`config.mk`:
```
export PLATFORM = sky130hd
export DESIGN_NAME = io_input_debounce_flat
export DESIGN_NICKNAME = d
export VERILOG_FILES = /design/src/rtl/io_input_debounce_if.sv /design/src/rtl/io_input_debounce.sv /design/src/flat_wrapper.sv
export SDC_FILE = /design/constraint.sdc
export NUM_CORES = 1
export LEC_CHECK = 0
export ABC_AREA = 0
export CAP_MARGIN = 5
export CORE_MARGIN = 2
export CORE_UTILIZATION = 59
export DETAILED_ROUTE_END_ITERATION = 6
export PLACE_DENSITY = 0.92
export SETUP_SLACK_MARGIN = 0.15
export SLEW_MARGIN = 10
export SYNTH_ARGS = -nofsm -noshare
export SYNTH_HDL_FRONTEND = slang
export SYNTH_SLANG_ARGS = --single-unit
```
`constraint.sdc`:
```
create_clock -name clk -period 2.5 [get_ports clk]
set_clock_uncertainty 0.15 [all_clocks]
set_input_delay 0.25 -clock clk [delete_from_list [all_inputs] [get_ports clk]]
set_output_delay 0.25 -clock clk [all_outputs]
set_load 0.01 [all_outputs]
```
`src/rtl/io_input_debounce_if.sv`:
```
// CPU data-bus port of the switch input block: the CPU side is master and the peripheral is slave.
// One access per cycle: ce qualifies the cycle, and we selects write (1) or read (0). There are no wait states.
interface io_input_debounce_if;
   logic        ce;
   logic        we;
   logic [31:0] addr;
   logic [31:0] dataIn;
   logic [31:0] dataOut;

   modport master (output ce, output we, output addr, output dataIn, input dataOut);
   modport slave  (input ce, input we, input addr, input dataIn, output dataOut);
endinterface

```
`src/rtl/io_input_debounce.sv`:
```
// Switch input peripheral: 2-flop sync plus per-bit debounce, sticky rising-edge events, and a masked irq.
// Registers: STATE (RO level), EVENT (read-to-clear / write-1-to-clear), MASK (RW irq enable).
module io_input_debounce #(
   parameter int          N_IN       = 16,
   parameter int          DEB_CYCLES = 20000,
   parameter logic [31:0] BASE_ADDR  = 32'h0000_0100
) (
   input  logic                clk,
   input  logic                rst,
   io_input_debounce_if.slave  bus,
   input  logic [N_IN-1:0]     sw,
   output logic                irq
);

   localparam int          CW         = $clog2(DEB_CYCLES);
   localparam logic [CW-1:0] CNT_MAX  = CW'(DEB_CYCLES - 1);
   localparam logic [31:0] ADDR_STATE = BASE_ADDR;
   localparam logic [31:0] ADDR_EVENT = BASE_ADDR + 32'd4;
   localparam logic [31:0] ADDR_MASK  = BASE_ADDR + 32'd8;

   logic [N_IN-1:0] r_sync1;
   logic [N_IN-1:0] r_sync2;
   logic [N_IN-1:0] r_stable;
   logic [N_IN-1:0] r_event;
   logic [N_IN-1:0] r_mask;

   logic [N_IN-1:0] w_stable_next;
   logic [N_IN-1:0] w_rise;
   logic [N_IN-1:0] w_ev_clr;
   logic [N_IN-1:0] w_event_next;
   logic [N_IN-1:0] w_mask_next;
   logic [31:0]     w_rd_data;
   logic            w_rd_access;
   logic            w_wr_access;
   logic            w_sel_state;
   logic            w_sel_event;
   logic            w_sel_mask;
   logic            w_unused_din;

   assign w_rd_access  = bus.ce & ~bus.we;
   assign w_wr_access  = bus.ce & bus.we;
   assign w_sel_state  = (bus.addr == ADDR_STATE);
   assign w_sel_event  = (bus.addr == ADDR_EVENT);
   assign w_sel_mask   = (bus.addr == ADDR_MASK);
   assign w_unused_din = ^bus.dataIn;

   always_ff @(posedge clk or negedge rst) begin
      if (!rst) begin
         r_sync1 <= '0;
         r_sync2 <= '0;
      end else begin
         r_sync1 <= sw;
         r_sync2 <= r_sync1;
      end
   end

   // Any disagreement shorter than DEB_CYCLES restarts the count, which is how glitches are rejected.
   for (genvar g = 0; g < N_IN; g++) begin : g_deb
      logic [CW-1:0] r_cnt;

      always_ff @(posedge clk or negedge rst) begin
         if (!rst)                          r_cnt <= '0;
         else if (r_sync2[g] == r_stable[g]) r_cnt <= '0;
         else if (r_cnt == CNT_MAX)          r_cnt <= '0;
         else                                r_cnt <= r_cnt + 1'b1;
      end

      assign w_stable_next[g] = ((r_sync2[g] != r_stable[g]) && (r_cnt == CNT_MAX))
                                ? r_sync2[g] : r_stable[g];
   end

   assign w_rise = w_stable_next & ~r_stable;

   always_comb begin
      w_ev_clr = '0;
      if (w_rd_access && w_sel_event)      w_ev_clr = '1;
      else if (w_wr_access && w_sel_event) w_ev_clr = bus.dataIn[N_IN-1:0];
   end

   // Rise is OR-ed in after the clear so a coincident edge survives a clearing access.
   assign w_event_next = (r_event & ~w_ev_clr) | w_rise;
   assign w_mask_next  = (w_wr_access && w_sel_mask) ? bus.dataIn[N_IN-1:0] : r_mask;

   always_ff @(posedge clk or negedge rst) begin
      if (!rst) begin
         r_stable <= '0;
         r_event  <= '0;
         r_mask   <= '0;
         irq      <= 1'b0;
      end else begin
         r_stable <= w_stable_next;
         r_event  <= w_event_next;
         r_mask   <= w_mask_next;
         irq      <= |(w_event_next & w_mask_next);
      end
   end

   always_comb begin
      w_rd_data = '0;
      if (rst && w_rd_access) begin
         if (w_sel_state)      w_rd_data[N_IN-1:0] = r_stable;
         else if (w_sel_event) w_rd_data[N_IN-1:0] = r_event;
         else if (w_sel_mask)  w_rd_data[N_IN-1:0] = r_mask;
      end
   end

   assign bus.dataOut = w_rd_data;

endmodule

```
`src/flat_wrapper.sv`:
```
// flat-port wrapper written by rule: the top's interface ports become plain ports
module io_input_debounce_flat 
#(
   parameter int          N_IN       = 16,
   parameter int          DEB_CYCLES = 20000,
   parameter logic [31:0] BASE_ADDR  = 32'h0000_0100
)
  (clk, rst, sw, irq, bus_ce, bus_we, bus_addr, bus_dataIn, bus_dataOut);
  io_input_debounce_if bus_i ();
  input  logic clk;
  input  logic rst;
  input  logic [N_IN-1:0] sw;
  output logic irq;
  input wire logic [$bits(bus_i.ce)-1:0] bus_ce;
  input wire logic [$bits(bus_i.we)-1:0] bus_we;
  input wire logic [$bits(bus_i.addr)-1:0] bus_addr;
  input wire logic [$bits(bus_i.dataIn)-1:0] bus_dataIn;
  output wire logic [$bits(bus_i.dataOut)-1:0] bus_dataOut;
  assign bus_i.ce = bus_ce;
  assign bus_i.we = bus_we;
  assign bus_i.addr = bus_addr;
  assign bus_i.dataIn = bus_dataIn;
  assign bus_dataOut = bus_i.dataOut;
  io_input_debounce #(.N_IN(N_IN), .DEB_CYCLES(DEB_CYCLES), .BASE_ADDR(BASE_ADDR)) u_core (.clk(clk), .rst(rst), .bus(bus_i), .sw(sw), .irq(irq));
endmodule
```
; After elaboration in Yosys (flattened, before gate mapping)
; Cells that the tools add are included.
[totals]
regBits = 321
inputBits = 84
output_inout_bits = 33
word_cells = 174
[op_classes]
addsub = 16
eq_ne = 51
mux = 55
bitwise_logic = 9
reduce_logical = 21
[ops]
columns = op, count
row1 = two-way mux 15 bit, 32
row2 = "adder 15 x 1 -> 15 bit, second input constant", 16
row3 = "equality test 15 bit, second input constant", 16
row4 = two-way mux 16 bit, 7
row5 = "equality test 32 x 9 -> 1 bit, second input constant", 3
row6 = AND 16 bit, 3
row7 = NOT 16 bit, 2
row8 = logical AND 1 bit, 20
row9 = equality test 1 bit, 16
row10 = two-way mux 1 bit, 16
row11 = != test 1 bit, 16
row12 = OR 16 bit, 1
row13 = OR reduction 16 bit, 1
row14 = AND 1 bit, 2
row15 = NOT 1 bit, 1

; Logic depth before layout (Yosys ltp)
[depth]
ltp_word = 9
depth_mapped = 9
mapped_depth_nobuf = 8

; Worst setup path before layout
; Ideal clock, no wire load.
[synth_path]
kind = input -> register
startpoint = input bus_addr[19]
endpoint = register u_core.irq
setup_ns = 0.138
t_arrival_ns = 2.121
required_time_ns = 2.212
slack_ns = 0.092
cell_stages = 7
n_path_buf = 1
path_cell_list = or4_4 > nor4_4 > nand4_4 > buf_6 > mux2_4 > a2111oi_2 > nand4_1
[synth_between]
elab_cells_between_ends = 13
classes_between = 2 x eq/ne / 3 x mux / 4 x bitwise / 4 x reduce/logical
[synth_rtl]
columns = item, line_no
row1 = from (decl), flat_wrapper.sv:16  ; input wire logic [$bits(bus_i.addr)-1:0] bus_addr;
row2 = equality test 32 x 9 -> 1 bit, io_input_debounce.sv:44  ; assign w_sel_mask = (bus.addr == ADDR_MASK);
row3 = logical AND 1 bit, io_input_debounce.sv:82  ; assign w_mask_next = (w_wr_access && w_sel_mask) ? bus.dataIn[N_IN-1:0] : r_mask;
row4 = two-way mux 16 bit, io_input_debounce.sv:82
row5 = via u_core.w_mask_next[2], io_input_debounce.sv:31  ; logic [N_IN-1:0] w_mask_next;
row6 = AND 16 bit, io_input_debounce.sv:94  ; irq <= |(w_event_next & w_mask_next);
row7 = OR reduction 16 bit, io_input_debounce.sv:94
row8 = to (signal assigned), io_input_debounce.sv:94
row9 = to (decl), io_input_debounce.sv:12  ; output logic irq
; The timed path passes the listed nets, and every way through them passes these cells.

; Worst setup path in the final report
[layout_path]
startpoint = input bus_addr[22]
endpoint = output bus_dataOut[9]
[layout_between]
elab_chain_cells = 5
elab_cells_between_ends = 7
classes_between = 3 x eq/ne / 4 x mux
[layout_lines]
columns = item, line_no
row1 = equality test 32 x 9 -> 1 bit, io_input_debounce.sv:44
row2 = two-way mux 16 bit, io_input_debounce.sv:103  ; else if (w_sel_mask) w_rd_data[N_IN-1:0] = r_mask;
row3 = two-way mux 16 bit, io_input_debounce.sv:102  ; else if (w_sel_event) w_rd_data[N_IN-1:0] = r_event;
row4 = two-way mux 16 bit (*), io_input_debounce.sv:101  ; if (w_sel_state) w_rd_data[N_IN-1:0] = r_stable;
row5 = two-way mux 16 bit (*), io_input_debounce.sv:100  ; if (rst && w_rd_access) begin
row6 = to (decl), flat_wrapper.sv:18  ; output wire logic [$bits(bus_i.dataOut)-1:0] bus_dataOut;
; Every way passes the cells marked *; elsewhere a longest branch is shown, timed or not.

==> results.tsv <==
stage	metric	value	unit
logic_synthesis	most area-consuming cells after synthesis	sky130_fd_sc_hd__dfrtp_1 54%, sky130_fd_sc_hd__xor2_1 8.5%, sky130_fd_sc_hd__nor2_1 7.4%	
grt	number of antenna violations at the first check in global routing	1	
clocking	H-tree level count	1	
grt	Overflow after GRT	0	
logic_synthesis	YS warnings	0	
clocking	number of sinks driven by the clock tree	321	
timing	Slew @ Worst Pin	0.973	ns
logic_synthesis	share of Yosys cell area claimed by the top area cell type	0.535	
critical_path	Critical Path Most Common Cell	sky130_fd_sc_hd__buf_2	
grt	pin count of the biggest net entering global routing	192	
clocking	cts bufs inserted	31	
critical_path	critical path type	primary input to output pin	
logic_synthesis	synthesized netlist cell count	1473	
timing	highest attainable clock frequency	409	MHz
cells_and_area	net count of the finished layout	1717	
critical_path	cell breakdown of the critical path	buf_2 > or4b_4 > nor4_4 > buf_4 > and2_4 > buf_6 > a22oi_1 > nor2_1 > buf_2	
place	placer's final routability congestion estimate	0.935	
critical_path	highest fanout seen on the critical path	7	
critical_path	kind of start point of the critical path	primary input	
logic_synthesis	EDFF count, synth	0	
flow_run	number of max-capacitance violations reported	0	
logic_synthesis	post-synth top area cell	sky130_fd_sc_hd__dfrtp_1	
logic_synthesis	most frequently used flop master after synthesis	sky130_fd_sc_hd__dfrtp_1	
detailed_routing	iteration-0 DRC count of the detailed router	1031	
critical_path	Critical Path Slowest Stage Cell	sky130_fd_sc_hd__or4b_4	
detailed_routing	remaining number of nets flagged by the antenna check after routing	0	
power_and_ir_drop	static power due to leakage	0.00795	µW
die	Die Area	26700	µm²
die	Chip Height	163	µm
run_status	status	finished clean	
cells_and_area	layout filler cell count	1672	
place	number of cells after detailed placement	1893	
timing	final-report max-slew violation count	0	
die	width of the chip	163	µm
timing	RSZ-0062 raised after global routing	yes	
grt	first-pass GRT wire length	56200	µm
timing	total count of hold-check failures in the final report	0	
critical_path	data arrival time at the worst-slack endpoint	2.04	ns
logic_synthesis	proportion of synthesized flip-flops having asynchronous set or reset	1.00	
grt	vias in the first global route	11500	
place	Detailed Place HPWL	22400	µm
clocking	clock tree from TritonCTS	built	
timing	Tcrit/Tclk final	0.977	
timing	clock period minus worst slack	2.44	ns
detailed_routing	Wirelength per Cell	17.2	µm
logic_synthesis	mapped cell area	15000	µm²
clocking	number of buffers between clock root and the deepest sink	3	
detailed_routing	final routed DRC violation total	0	
logic_synthesis	most used standard cells in the synthesized netlist	321 x sky130_fd_sc_hd__dfrtp_1, 297 x sky130_fd_sc_hd__nor2_1, 145 x sky130_fd_sc_hd__xor2_1	
critical_path	endpoint kind of the worst setup timing path	output pin	
logic_synthesis	Unique masters post-synth	55	
cells_and_area	final cell count without fillers	1972	
die	area inside the core boundary	25100	µm²
clocking	CTS clock-pin slew for the worst setup and hold paths	0.06	ns
clocking	later-pin clock latency in the skew report	0.57	ns
die	I/O pin count	117	
place	Port-buffer cells	84	
critical_path	WP data required	2.10	ns
die	initial cell density of the core	0.598	
min_path	worst hold path type	primary input to register	
critical_path	longest individual stage delay on the worst path	0.53	ns
die	Site Rows	58	
logic_synthesis	share of synthesized area occupied by flip-flops and latches	0.535	
clocking	clock root buffer master	sky130_fd_sc_hd__clkbuf_16	
logic_synthesis	Synth Register Bits	321	
cells_and_area	synth-to-layout area growth	18.4	%
grt	aggregate global-route resource usage	0.260	
logic_synthesis	cell with the most instances after synthesis	sky130_fd_sc_hd__dfrtp_1	
timing	remaining max-slew budget at the tightest pin	0.351	
power_and_ir_drop	Pwr per Cell Area	612	nW/µm²
logic_synthesis	average cell area after synthesis	10.2	µm²
detailed_routing	vias after detailed routing	11400	
power_and_ir_drop	Max rail drop VDD	856	µV
cells_and_area	fraction of final layout cells with drive strength greater than 1	0.118	
timing	Setup-failing EPs final	0	
detailed_routing	1st-pass router iterations	5	
detailed_routing	vias per cell	5.76	
detailed_routing	routed wire length	33800	µm
cells_and_area	Final Core Density	0.708	
[where the power goes]
group          switching [µW]  total (µW)  leakage (µW)  internal (µW)
sequential               89.9        5370       0.00433           5280
clock                    1960        4990      0.000543           3020
combinational             302         508       0.00308            206
[state kept, by name, summed over array words and instances (netlist names)]
| signal | flops |
|---|---|
| u_core.irq | 1 |
| u_core.g_deb.r_cnt | 240 |
| u_core.r_event | 16 |
| u_core.r_mask | 16 |
| u_core.r_sync1 | 16 |
| u_core.r_sync2 | 16 |
| u_core.r_stable | 16 |
[metal layers]
layer / wire length (µm) / up-vias / GRT usage / part of all wire
li1: - / 5262 / - / -
met1: 13700 / 5642 / 0.337 / 0.41
met2: 16800 / 379 / 0.444 / 0.50
met3: 2400 / 73 / 0.0508 / 0.071
met4: 895 / 0 / 0.0785 / 0.026
met5: 0 / - / 0 / 0
[cell type report]
type / instances / area, µm² / area share
diodes: 1 / 2.50 / 0.000141
clock buffers: 46 / 912 / 0.0513
clock inverters: 11 / 184 / 0.0103
inverters: 25 / 93.8 / 0.00528
multi-input cells: 1099 / 6850 / 0.386
flip-flops and latches: 321 / 8030 / 0.452
well taps: 330 / 413 / 0.0232
repair buffers: 139 / 1280 / 0.0720
[path summary, 6_finish.rpt]
| kind | slack [ns] | start | end | cells after the start |
|---|---|---|---|---|
| hold / removal | 0.05 | sw[5] | u_core.r_sync1[5]$_DFF_PN0_ | 1 |
| hold reg to reg | 0.20 | u_core.r_sync1[12]$_DFF_PN0_ | u_core.r_sync2[12]$_DFF_PN0_ | 0 |
| min in group asynchronous | 0.29 | rst | u_core.r_event[3]$_DFF_PN0_ | 3 |
| max in group asynchronous | 1.12 | rst | u_core.r_stable[5]$_DFF_PN0_ | 3 |
| setup reg to reg | 0.21 | u_core.g_deb[8].r_cnt[0]$_DFF_PN0_ | u_core.irq$_DFF_PN0_ | 8 |
| setup / recovery | 0.06 | bus_addr[22] | bus_dataOut[9] | 9 |
[kinds of logic after synthesis]
logic type | share of synthesized area
AOI/OAI and AO/OA | 0.0322
xor gates and xnor gates | 0.128
adders and majority gates | 0.0133
buffers and inverters | 0.0218
DFF | 0.535
muxes | 0.0298
other | 0.000250
and+or+nand+nor | 0.239
[cell usage in the layout (no fill, tap or decap), types with 15 or more instances in the layout]
| master | instances |
|---|---|
| sky130_fd_sc_hd__dlygate4sd3_1 | 16 |
| sky130_fd_sc_hd__dfrtp_1 | 321 |
| sky130_fd_sc_hd__nand2_1 | 125 |
| sky130_fd_sc_hd__conb_1 | 16 |
| sky130_fd_sc_hd__buf_2 | 21 |
| sky130_fd_sc_hd__clkbuf_16 | 31 |
| sky130_fd_sc_hd__mux2_2 | 30 |
| sky130_fd_sc_hd__xnor2_1 | 75 |
| sky130_fd_sc_hd__clkdlybuf4s50_1 | 47 |
| sky130_fd_sc_hd__nor3_1 | 23 |
| sky130_fd_sc_hd__inv_1 | 25 |
| sky130_fd_sc_hd__xor2_1 | 145 |
| sky130_fd_sc_hd__o21ai_0 | 19 |
| sky130_fd_sc_hd__nand2b_1 | 15 |
| sky130_fd_sc_hd__ha_1 | 16 |
| sky130_fd_sc_hd__and3_1 | 39 |
| sky130_fd_sc_hd__nand4_1 | 57 |
| sky130_fd_sc_hd__nor2_1 | 297 |
| sky130_fd_sc_hd__nand3_1 | 102 |
| sky130_fd_sc_hd__buf_4 | 29 |
[worst max-delay path: cells and delay by family]
kind                   cells  cell delay [ns]
AOI/OAI and AO/OA          1             0.12
and+or+nand+nor            4             1.10
buffers and inverters      4             0.57
[stage by stage]
| stage | area (µm²) | power, µW | setup TNS, ns | hold slack, ns | worst slack, ns |
|---|---|---|---|---|---|
| 2_1_floorplan | 15100 | 5660 | 0 | -0.196 | 0.0982 |
| 3_3_place_gp | 16400 | 5920 | -12.09 | -0.0855 | -0.712 |
| 4_1_cts | 17700 | 10900 | 0 | 0.00225 | 0.0593 |
| 6_report | 17800 | 10900 | 0 | 0.0474 | 0.0576 |
| 5_1_grt | 17800 | 11200 | -0.0368 | 0.0226 | -0.0186 |
| 3_5_place_dp | 16400 | 5950 | -13.17 | -0.0853 | -0.771 |
[what timing repair did]
item / 4_1_cts / 5_1_grt
endpoints found under the hold margin: 335 / 0
resized for setup: 128 / 24
endpoints found under the setup margin: 17 / 17
hold buffers: 16 / 0
pin swaps: 26 / 24
buffers inserted: 5 / 0
(Power assumes the default switching activity.)
